[src/rtl/half_subtractor_design.sv]
// ---------------------------------------------------------------------------
// half_subtractor_design
//
// Registered multi-lane 1-bit half subtractor. Each lane computes a[i] - b[i]
// and registers a difference bit and a borrow-out bit. The lanes are
// independent, so no borrow passes from one lane to the next.
//
// Valid semantics: this block always accepts. A sample is taken when
// in_valid=1 at a rising clk edge. Its results appear on diff/borrow/
// borrow_any right after that edge, and out_valid is high for that one
// cycle. Back-to-back samples give one result per cycle. When in_valid=0 the
// results hold and out_valid drops. There is no ready, so nothing ever stalls.
//
// Optional feature: define HALF_SUB_STATS_EN to add a saturating counter of
// borrowing samples (stat_clr input, borrow_events output).
//
// Parameters:
//   WIDTH  number of half-subtractor lanes (1..64)
//   CNT_W  width of the borrow-event counter (used only with the feature)
//
// Ports:
//   clk            rising-edge clock
//   rst            synchronous active-high reset, wins over in_valid
//   in_valid       take a/b on this edge
//   a, b           minuend / subtrahend, one bit per lane
//   stat_clr       (feature) synchronous clear of borrow_events
//   borrow_events  (feature) saturating count of samples with any borrow
//   diff           registered a ^ b per lane
//   borrow         registered ~a & b per lane
//   out_valid      high for one cycle after each accepted sample
//   borrow_any     registered OR of the borrow bits of the last sample
// ---------------------------------------------------------------------------
module half_subtractor_design #(
  parameter int WIDTH = 1,
  parameter int CNT_W = 16
) (
  input  logic             clk,
  input  logic             rst,
  input  logic             in_valid,
  input  logic [WIDTH-1:0] a,
  input  logic [WIDTH-1:0] b,
`ifdef HALF_SUB_STATS_EN
  input  logic             stat_clr,
  output logic [CNT_W-1:0] borrow_events,
`endif
  output logic [WIDTH-1:0] diff,
  output logic [WIDTH-1:0] borrow,
  output logic             out_valid,
  output logic             borrow_any
);

  // Catch an unsupported configuration at elaboration time.
  if (WIDTH < 1 || WIDTH > 64 || CNT_W < 1) begin : g_bad_param
    $error("half_subtractor_design: WIDTH must be 1..64 and CNT_W >= 1");
  end

  logic [WIDTH-1:0] diff_next;
  logic [WIDTH-1:0] borrow_next;
  logic             borrow_any_next;

  always_comb begin
    diff_next       = a ^ b;
    borrow_next     = ~a & b;
    borrow_any_next = |borrow_next;
  end

  always_ff @(posedge clk) begin
    if (rst) begin
      diff       <= '0;
      borrow     <= '0;
      borrow_any <= 1'b0;
      out_valid  <= 1'b0;
    end else begin
      out_valid <= in_valid;
      if (in_valid) begin
        diff       <= diff_next;
        borrow     <= borrow_next;
        borrow_any <= borrow_any_next;
      end
    end
  end

`ifdef HALF_SUB_STATS_EN
  // The clear wins over a simultaneous increment. The count stops at all-ones.
  always_ff @(posedge clk) begin
    if (rst || stat_clr) begin
      borrow_events <= '0;
    end else if (in_valid && borrow_any_next && (borrow_events != {CNT_W{1'b1}})) begin
      borrow_events <= borrow_events + CNT_W'(1);
    end
  end
`endif

endmodule

[config.mk]
export PLATFORM = sky130hd
export DESIGN_NAME = half_subtractor_design
export DESIGN_NICKNAME = d
export VERILOG_FILES = /design/src/rtl/half_subtractor_design.sv
export SDC_FILE = /design/constraint.sdc
export NUM_CORES = 1
export LEC_CHECK = 0
export BUFFER_PORTS_ARGS = -buffer_cell sky130_fd_sc_hd__buf_2
export CAP_MARGIN = 20
export CORE_AREA = 2 2 39 41
export CTS_CLUSTER_DIAMETER = 30
export CTS_CLUSTER_SIZE = 16
export DETAILED_ROUTE_END_ITERATION = 16
export DIE_AREA = 0 0 41 43
export RECOVER_POWER = 50
export SLEW_MARGIN = 40
export SYNTH_ARGS = -nofsm -noshare
export SYNTH_HDL_FRONTEND = slang
export SYNTH_SLANG_ARGS = --single-unit
[constraint.sdc]
create_clock -name clk -period 1.4 [get_ports clk]
set_input_delay 0.07 -clock clk [delete_from_list [all_inputs] [get_ports clk]]
set_output_delay 0.07 -clock clk [all_outputs]
set_load 0.02 [all_outputs]
==> impl_metrics.toml <==
[critical_path]
critPathLaunch = "borrow"
rr_endpoint = "diff"
cpPeakStageDelay_ns = 0.34
r2r_slack_ns = 0.76
reg2regPathDepth = 2
worst-path-stages = 1
end_kind = "output pin"
startpoint_type = "flip-flop"
crit_path_top_delay_cell = "dfxtp_1"
worstSetupPathType = "flip-flop to output pin"
worst-path-max-fanout = 3
crit_end = "borrow"
critPathTopFamily = "flip-flops"
crit_buf_inv = 1
path_cells = "buf_2"
reg2reg_from = "diff"
worstPathArrival_ns = 0.75
critPathRequiredTime_ns = 1.33

[clock_network]
cts_buffers = 3
root_buffer = "clkbuf_4"
cts_tree = "yes"
clockBufferDepth = 2
cts_sinks = 3
path_clk_slew_ns = 0.04
cts_resized = 0
cts.htree.levels = 1
postCtsSetupBuffers = 0
holdBufCountCts = 0
clock_latency_ns = 0.23

[route]
ant_nets = 0
drtIter0Drc = 0
drcViolationCount = 0
vias_per_cell = 2.95
post_drt_wl_per_cell_microns = 6.26
wirelength_microns = 238
num_vias = 112
dr.pass1.iters = 1

[layout]
syn2layout_area_growth_pct = 67.4
antenna_cells = 0
nets = 29
drive_gt1_share_pct = 45.5
post-route-util_pct = 13.9
stdcell_area_sq_um = 193

[pwr]
total_leakage_power_nw = 0.0988
ir_worst_vdd_v = 0.000186
power_density_mw_per_mm2 = 1410

[outcome]
status = "finished clean"

[synth]
synth_nets = 17
synth-seq-cells = 3
postSynthAreaPerCell_sq_um = 10.5
synthDistinctLibCells = 8
seq_area_frac_synth_pct = 52.2
ys_warn_count = 0
synth_area_sq_um = 115
synthCells = 11

[timing]
fmax_mhz = 1220
setup_viol = 0
min_period_ns = 0.816
fin_crit_sh_pct = 58.3
layout_setup_ws_ns = 0.584
finalHoldViolCount = 0
rsz0062_at_grt = "no"
maxSlewHeadroom_pct = 88.9
drv_slew = 0
tightestPinTransition_ns = 0.166
fin_worst_skew_ns = 0
tns_ns = 0

[die]
fp.dieW_microns = 41
die_area_sq_mm = 0.00176
die_h_microns = 43
rows = 14
io_pins = 9
core_area_sq_mm = 0.00138
initial_core_util_pct = 8.32

[global_routing]
antenna_found_initial = 0
grtUsageTotal_pct = 3.30
grt_pass1_wl_microns = 331
grt_max_degree = 5
grt_overflow = 0
grt_pass1_vias = 103

[flow_run]
maxCapViolCount = 0

[place]
dp_slack_ns = 0.622
portBuffers = 8
place_area_sq_um = 168
routabilityCongestion = 0.464

[worst_hold_path]
hp-class = "input pin to flip-flop"
[report_power, final]
part / internal [W] / total, W / switching [W]
clock network: 0.000107 / 0.000149 / 0.0000424
logic: 0.0000123 / 0.0000288 / 0.0000165
registers: 0.0000910 / 0.0000932 / 0.00000217
total: 0.000210 / 0.000271 / 0.0000610
[registers in the layout (all words and copies together), names as in the netlist]
name and flops:
out_valid 1, borrow 1, diff 1
[layout by cell type, fill, tap and decap left out]
| cell | n |
|---|---|
| mux2i_1 | 1 |
| dfxtp_1 | 3 |
| ha_1 | 1 |
| nor2_1 | 2 |
| clkbuf_4 | 3 |
| inv_1 | 1 |
| nor2b_1 | 1 |
| clkbuf_1 | 2 |
| buf_2 | 7 |
| a211oi_1 | 1 |
[cells by family (layout without fill, tap and decap cells)]
| family | after synthesis | in the layout | share of synthesized area, % |
|---|---|---|---|
| DFF | 3 | 3 | 52.2 |
| adders and majority gates | 1 | 1 | 10.9 |
| buffers and inverters | 2 | 13 | 9.78 |
| muxes | 1 | 1 | 8.70 |
| AOI/OAI and AO/OA | 1 | 1 | 6.52 |
| and+or+nand+nor | 3 | 3 | 12.0 |
[synthesized netlist by cell type]
cell type	number	share of area, %
nor2_1	2	6.5
nor2b_1	1	5.4
mux2i_1	1	8.7
a211oi_1	1	6.5
inv_1	1	3.3
buf_4	1	6.5
dfxtp_1	3	52
ha_1	1	11
[worst min path at each step]
stage / end / start / cells after the start / slack [ns]
floorplan: out_valid / rst / 1 / 0.14
global placement: out_valid / rst / 2 / 0.27
detailed placement: borrow / rst / 2 / 0.27
CTS: borrow / rst / 2 / 0.02
global route: diff / rst / 2 / 0.03
finish: borrow / rst / 2 / 0.03
[metal layers]
metal  global-route usage (%)  vias up  wire, microns
met1                     2.54       47             87
li1                         -       57              -
met3                     3.14        0             45
met5                        0        -              0
met2                     4.06        8            105
met4                     4.00        0              0
[stage by stage]
step / total power (W) / hold WS [ns] / cells
global route: 0.000293 / 0.0323 / 38
detailed placement: 0.000124 / 0.268 / 34
global placement: 0.000124 / 0.266 / 34
finish: 0.000271 / 0.0280 / 38
CTS: 0.000282 / 0.0198 / 38
floorplan: 0.000111 / 0.142 / 11
[area by class of cell]
class,instances,area [sq um]
multi-input cells,6,43.8
inverters,1,3.75
fillers,164,1190
flip-flops and latches,3,60.1
well taps,16,20.0
repair buffers,8,38.8
clock buffers,4,26.3
No activity file was read; power rests on OpenSTA's default activity.
